## src/rtl/sdram_arbiter.sv

```systemverilog
// sdram_arbiter
// Central command scheduler for the SDRAM controller. While the init
// sequencer runs it owns the SDRAM pins; after init_end it arbitrates
// between auto-refresh, write-burst and read-burst sub-blocks. It also
// owns the periodic refresh timer.
//
// Ports:
//   clk, rst_n                     clock, synchronous active-low reset
//   init_end_i/init_cmd_i/addr_i   init sequencer status and bus request
//   aref_en_o/aref_end_i/...       refresh sub-block handshake and bus
//   ref_req_o                      refresh pending (sub-blocks may cut bursts)
//   wr_req_i/wr_en_o/wr_end_i/...  write sub-block handshake and bus
//   rd_req_i/rd_en_o/rd_end_i/...  read sub-block handshake and bus
//   sdram_cmd_o/addr_o/bank_o      SDRAM command, address and bank pins
module sdram_arbiter #(
  parameter int ADDR_WIDTH = 12,
  parameter int REF_PERIOD = 780
) (
  input  logic                  clk,
  input  logic                  rst_n,
  input  logic                  init_end_i,
  input  logic [3:0]            init_cmd_i,
  input  logic [ADDR_WIDTH-1:0] init_addr_i,
  output logic                  aref_en_o,
  input  logic                  aref_end_i,
  input  logic [3:0]            aref_cmd_i,
  input  logic [ADDR_WIDTH-1:0] aref_addr_i,
  output logic                  ref_req_o,
  input  logic                  wr_req_i,
  output logic                  wr_en_o,
  input  logic                  wr_end_i,
  input  logic [3:0]            wr_cmd_i,
  input  logic [ADDR_WIDTH-1:0] wr_addr_i,
  input  logic [1:0]            wr_bank_i,
  input  logic                  rd_req_i,
  output logic                  rd_en_o,
  input  logic                  rd_end_i,
  input  logic [3:0]            rd_cmd_i,
  input  logic [ADDR_WIDTH-1:0] rd_addr_i,
  input  logic [1:0]            rd_bank_i,
  output logic [3:0]            sdram_cmd_o,
  output logic [ADDR_WIDTH-1:0] sdram_addr_o,
  output logic [1:0]            sdram_bank_o
);

  localparam logic [3:0] CMD_NOP = 4'b0111;
  localparam int         CNT_W   = (REF_PERIOD > 1) ? $clog2(REF_PERIOD) : 1;
  localparam logic [CNT_W-1:0] CNT_LAST = CNT_W'(REF_PERIOD - 1);

  typedef enum logic [2:0] {
    S_INIT,
    S_ARBIT,
    S_AREF,
    S_WRITE,
    S_READ
  } state_e;

  typedef enum logic {
    GRANT_WRITE,
    GRANT_READ
  } grant_e;

  state_e           state_q, state_d;
  grant_e           last_grant_q, last_grant_d;
  logic [CNT_W-1:0] ref_cnt_q, ref_cnt_d;
  logic             ref_req_q, ref_req_d;
  logic             ref_wrap;

  // NOTE: state is updated with non-blocking assignments so every flop
  // samples the pre-edge values, independent of statement order.
  always_ff @(posedge clk) begin
    if (!rst_n) begin
      state_q      <= S_INIT;
      last_grant_q <= GRANT_READ;
      ref_cnt_q    <= '0;
      ref_req_q    <= 1'b0;
    end else begin
      state_q      <= state_d;
      last_grant_q <= last_grant_d;
      ref_cnt_q    <= ref_cnt_d;
      ref_req_q    <= ref_req_d;
    end
  end

  // Refresh timer: frozen at 0 until init completes, then free-running.
  // A wrap sets the request; it takes priority over a same-edge clear so
  // a refresh period is never lost.
  assign ref_wrap = init_end_i && (ref_cnt_q == CNT_LAST);

  always_comb begin
    ref_cnt_d = ref_cnt_q + CNT_W'(1);
    ref_req_d = ref_req_q;
    if (!init_end_i) begin
      ref_cnt_d = '0;
      ref_req_d = 1'b0;
    end else if (ref_wrap) begin
      ref_cnt_d = '0;
      ref_req_d = 1'b1;
    end else if (state_q == S_AREF && aref_end_i) begin
      ref_req_d = 1'b0;
    end
  end

  // NOTE: every signal driven here gets a default first, so no path can
  // leave it unassigned and infer a latch.
  always_comb begin
    state_d      = state_q;
    last_grant_d = last_grant_q;
    if (!init_end_i) begin
      state_d = S_INIT;
    end else begin
      unique case (state_q)
        S_INIT:  state_d = S_ARBIT;
        S_ARBIT: begin
          // Refresh first; with both bursts pending, alternate.
          if (ref_req_q) begin
            state_d = S_AREF;
          end else if (wr_req_i && (!rd_req_i || last_grant_q == GRANT_READ)) begin
            state_d      = S_WRITE;
            last_grant_d = GRANT_WRITE;
          end else if (rd_req_i) begin
            state_d      = S_READ;
            last_grant_d = GRANT_READ;
          end
        end
        S_AREF:  if (aref_end_i) state_d = S_ARBIT;
        S_WRITE: if (wr_end_i)   state_d = S_ARBIT;
        S_READ:  if (rd_end_i)   state_d = S_ARBIT;
        default: state_d = S_INIT;
      endcase
    end
  end

  // Bus mux and grants follow the registered state only.
  always_comb begin
    sdram_cmd_o  = CMD_NOP;
    sdram_addr_o = '0;
    sdram_bank_o = 2'b00;
    aref_en_o    = 1'b0;
    wr_en_o      = 1'b0;
    rd_en_o      = 1'b0;
    unique case (state_q)
      S_INIT: begin
        sdram_cmd_o  = init_cmd_i;
        sdram_addr_o = init_addr_i;
      end
      S_AREF: begin
        aref_en_o    = 1'b1;
        sdram_cmd_o  = aref_cmd_i;
        sdram_addr_o = aref_addr_i;
      end
      S_WRITE: begin
        wr_en_o      = 1'b1;
        sdram_cmd_o  = wr_cmd_i;
        sdram_addr_o = wr_addr_i;
        sdram_bank_o = wr_bank_i;
      end
      S_READ: begin
        rd_en_o      = 1'b1;
        sdram_cmd_o  = rd_cmd_i;
        sdram_addr_o = rd_addr_i;
        sdram_bank_o = rd_bank_i;
      end
      default: ;
    endcase
  end

  assign ref_req_o = ref_req_q;

endmodule

```

## config.mk

```make
export PLATFORM = sky130hd
export DESIGN_NAME = sdram_arbiter
export DESIGN_NICKNAME = d
export VERILOG_FILES = /design/src/rtl/sdram_arbiter.sv
export SDC_FILE = /design/constraint.sdc
export NUM_CORES = 1
export LEC_CHECK = 0
export ABC_CLOCK_PERIOD_IN_PS = 1100
export BUFFER_PORTS_ARGS = -buffer_cell sky130_fd_sc_hd__buf_4
export CORE_MARGIN = 1
export CORE_UTILIZATION = 36
export DETAILED_ROUTE_END_ITERATION = 10
export PLACE_DENSITY = 0.83
export SLEW_MARGIN = 40
export SYNTH_ARGS = -nofsm -noshare
export SYNTH_HDL_FRONTEND = slang
export SYNTH_SLANG_ARGS = --single-unit
```

## constraint.sdc

```tcl
create_clock -name clk -period 1.1 [get_ports clk]
set_input_delay 0.165 -clock clk [delete_from_list [all_inputs] [get_ports clk]]
set_output_delay 0.165 -clock clk [all_outputs]
set_load 0.005 [all_outputs]
```

Yosys cells after proc, flatten, opt, wreduce, memory -nomap -nowiden --
Index checks and enable logic that the tools add are counted.
Cells by class: add/subtract/negate cells 1, eq/ne operators 9, muxes and demuxes 17, bitwise logic cells 3, reduce and logical (&&, ||, !) cells 12
Operator list (count):
- $pmux W12 S4 | 1
- $mux W3 | 6
- $pmux W4 S4 | 1
- $pmux W3 S5 | 1
- $add A10 B1 Y10 const B | 1
- $eq A10 B10 Y1 const B | 1
- $reduce_and A4 Y1 | 2
- $mux W1 | 7
- $eq A3 B2 Y1 const B | 2
- $ne A2 B2 Y1 const B | 3
- $ne A4 B4 Y1 const B | 1
- $pmux W2 S2 | 1
- $reduce_bool A2 Y1 | 2
- $eq A3 B1 Y1 const B | 1
- $eq A3 B3 Y1 const B | 1
- $logic_and A1 B1 Y1 | 3
- $logic_not A3 Y1 | 1
- $not A1 Y1 | 3
- $reduce_or A3 Y1 | 1
- $reduce_and A2 Y1 | 1
- $logic_not A1 Y1 | 1
- $logic_or A1 B1 Y1 | 1
Storage, ports and cells: register bits after elaboration 15, bits of input ports 76, output and inout port bits 22, logic and storage cells 46

Depth between registers and ports, before layout --
depth in word-level cells 6, mapped depth 6, gate-level depth less buffers 5

Worst setup path after synthesis --
OpenSTA, ideal clock, no wires.
path type register to output, start point register state_q[2], end point output sdram_cmd_o[0], arrival 1.079 ns, data required time 0.935 ns, slack -0.144 ns, cell stages (with the launch flop) 5, buffers on the path 1, path through dfxtp_1 -> buf_6 -> mux2_2 -> o22a_1 -> o22a_1
Between the ends: word-level cells in the longest chain between the ends 2, elaborated cells on any way between the ends 5, classes of those cells 3 x eq/ne; 1 x mux; 1 x reduce/logical
RTL lines:
- start: declaration | RTL line 63 | state_e state_q, state_d;
- start signal: assignment | RTL line 78 | state_q <= state_d;
- $eq A3 B3 Y1 (tied with other cells) | RTL line 142 | unique case (state_q)
- $pmux W4 S4 * | RTL line 142
- end: declaration | RTL line 41 | output logic [3:0] sdram_cmd_o,
Every way passes the cells marked *; elsewhere a longest branch is shown, timed or not.

Worst setup path after layout --
start point register state_q[1], end point output sdram_addr_o[3]
Between the ends: word-level cells in the longest chain between the ends 2, elaborated cells on any way between the ends 5, classes of those cells 3 x eq/ne; 1 x mux; 1 x reduce/logical
RTL lines:
- $eq A3 B3 Y1 (tied with other cells) | RTL line 142
- $pmux W12 S4 * | RTL line 142
- end: declaration | RTL line 42 | output logic [ADDR_WIDTH-1:0] sdram_addr_o,
Marks and branches as above.

==> metrics.yaml <==
timing:
  fmax_mhz: 586
  worst_slew_pin_slew_ns: 0.240
  fin_crit_sh_pct: 155
  setup_viol: 36
  tns_ns: -14.07
  slew-limit-headroom_pct: 84.0
  hold_viol_final: 0
  maxSlewViolCount: 0
  whs_ns: 0.139
  finClkSkew_ns: 0.00653
  worst_slack_ns: -0.606
  fin_crit_ns: 1.71
  rsz0062_at_grt: "yes"
yosys:
  synth.most_common_cell: "nor2_1"
  synth_edf_count: 0
  ys_types: 38
  ys_top_cells_by_count: "nor2_1, nand2_1, a21oi_1"
  synth_ff_type: "dfxtp_1"
  async_reset_ff_share_pct: 0
  synthAdderAreaFrac_pct: 0.985
  synthCells: 167
  ys_warn_count: 0
  synth-seq-area-share_pct: 23.6
  yosysTopAreaCellShare_pct: 23.6
  syn_avg_cell_area_um2: 7.60
  yosys-top-cells-area: "dfxtp_1, mux2i_1, nor2_1"
  synth_nets: 244
  synth.ff_latch_count: 15
  synth-compound-area-share_pct: 20.7
  netlist_area_um2: 1270
  synth_top_family_by_area: "simple AND/OR/NAND/NOR gates"
  synthSimpleGateAreaFrac_pct: 29.6
  synth_mux_area_share_pct: 13.7
  synth_top_cell_by_area: "dfxtp_1"
  synth_xor_xnor_area_share_pct: 5.52
placed_design:
  port_buffers: 97
  dpl.hpwl_um: 3610
  placed_cells: 329
  dp_slack_ns: -0.418
  routabilityCongestion: 0.844
cells_and_area:
  syn_to_final_growth_pct: 105
  antenna-diode-count: 0
  layout-drive-gt1-share_pct: 59.8
  fin_cells: 347
  fin_nets: 379
drt:
  first_iter_violations: 89
  wl_per_cell_um: 16.2
  drt_pass1_iterations: 4
  vias_per_cell: 5.26
  routed_wl_um: 5630
  ant_nets: 0
  vias: 1824
  drc: 0
floorplan:
  dieArea_um2: 3770
  die_height_um: 61.4
  initial_core_util_pct: 37.8
  coreArea_um2: 3360
  die_w_um: 61.4
  rows: 21
  pin_count: 98
grt:
  met3_usage_pct: 4.41
  grtUsageMet2_pct: 40.8
  track_usage_pct: 23.1
  antenna_found_initial: 0
  grtUsageMet1_pct: 28.0
  grt_pass1_wl_um: 6550
  grt_pass1_vias: 1471
  busiest_layer: "met2"
  grt_remaining_overflow: 0
  grt_start_max_net_pins: 17
critical_path:
  reg2reg_to: "state_q[2]$_SDFFE_PP0P_"
  path_max_fanout: 7
  cp-endpoint: "sdram_addr_o[3]"
  required_ns: 0.94
  cp-end-kind: "output port"
  critPathLaunch: "state_q[1]$_SDFFE_PP0P_"
  reg2reg_depth: 7
  crit_path_start_kind: "flip-flop"
  worst-setup-path-type: "reg2out"
  worst_ep_arrival_time_ns: 1.54
  rr_startpoint: "state_q[2]$_SDFFE_PP0P_"
  r2r_slack_ns: -0.39
run_status:
  status: "finished, violations left"
  violations: "negative setup slack"
clock_network:
  cts.sinks: 15
  clock_latency_ns: 0.28
  cts_tree: "done"
  cts.path.max_buffers: 2
  ctsHoldBuffers: 0
  h-tree-depth: 1
  cts_made_buffers: 3
  cts_root_buffer: "clkbuf_4"
  clk_pin_slew_worst_paths_ns: 0.10
power:
  p_total_mw: 1.44
  ir_worst_vdd_mv: 0.620
  leakagePower_nw: 1.18
  powerDensity_nw_per_um2: 553
worst_hold_path:
  min_path_cells: 2
  hold_path.class: "in2reg"
run:
  maxCapViolCount: 0
flip-flops by register name, summed over array words and instances (netlist names):
signal        count
state_q           3
last_grant_q      1
ref_req_o         1
ref_cnt_q        10
layout by cell type (no fill, tap or decap), types with 2 or more instances in the layout:
cell type and instances:
nand2b_1 2, mux2_4 3, nand2_1 22, dfxtp_4 3, clkbuf_16 2, a31oi_1 2
nor2_2 3, buf_6 6, nand3_1 3, xnor2_1 2, nor2_1 21, nor4b_4 3
a21oi_2 4, a22o_1 2, o22a_1 6, nand3_2 2, xor2_1 6, clkbuf_4 3
buf_4 125, dfxtp_2 7, nor2b_4 2, mux2i_1 14, buf_8 2, nor3b_1 2
nand4_1 3, o21ai_1 12, buf_12 3, dfxtp_1 5, a21oi_1 12
final cells by class:
cell class / instances / area, um2
tap: 46 / 57.6
clock inverter: 1 / 5.00
fill: 241 / 756
clock buffer: 3 / 22.5
sequential: 15 / 320
inverter: 2 / 10.0
multi-input combinational: 141 / 1040
timing repair buffer: 139 / 1150
critical path: stages (launching register included):
cell	delay, ns
dfxtp_4	0.39
buf_12	0.15
nor2b_4	0.18
buf_2	0.18
a21oi_1	0.08
o21ai_1	0.15
buf_4	0.14
layer usage:
| layer | part of all wire (%) | up-vias |
|---|---|---|
| li1 | - | 871 |
| met1 | 38 | 846 |
| met2 | 52 | 85 |
| met3 | 6.7 | 22 |
| met4 | 2.9 | 0 |
| met5 | 0 | - |
where the power goes:
| group | leakage, nW | internal, mW | total [mW] | switching, mW |
|---|---|---|---|---|
| sequential | 0.127 | 0.545 | 0.559 | 0.0140 |
| combinational | 1.04 | 0.355 | 0.560 | 0.205 |
| clock | 0.0177 | 0.135 | 0.322 | 0.187 |
| total | 1.18 | 1.03 | 1.44 | 0.406 |
logic make-up (layout without fill, tap and decap cells):
| logic type | count (synthesis) | count (layout) |
|---|---|---|
| adder cells (fa/ha/maj) | 1 | 1 |
| buffers and inverters | 12 | 145 |
| XOR/XNOR | 8 | 8 |
| AO/OA/AOI/OAI | 43 | 43 |
| multiplexers | 17 | 17 |
| AND/OR/NAND/NOR | 71 | 72 |
| flip-flops | 15 | 15 |
per-stage QoR:
stage | util (%) | cell area (um2)
3_3_place_gp | 67.6 | 2270
2_1_floorplan | - | 1320
3_5_place_dp | 67.6 | 2270
5_1_grt | 77.5 | 2610
6_report | 77.5 | 2610
4_1_cts | 72.8 | 2450
what timing repair did:
action	4_1_cts	5_1_grt
setup endpoints to repair	36	37
cloned	1	3
buffers inserted	4	6
pin swaps	12	13
gates resized for setup	32	17
hold endpoints to repair	0	0
worst min path at each step:
stage,from,to,slack [ns]
floorplan,rst_n,last_grant_q$_SDFFE_PN1P_,0.26
global placement,rst_n,last_grant_q$_SDFFE_PN1P_,0.41
detailed placement,rst_n,last_grant_q$_SDFFE_PN1P_,0.41
CTS,rst_n,last_grant_q$_SDFFE_PN1P_,0.13
global route,rst_n,last_grant_q$_SDFFE_PN1P_,0.14
finish,rst_n,last_grant_q$_SDFFE_PN1P_,0.14
(Power assumes the default switching activity.)
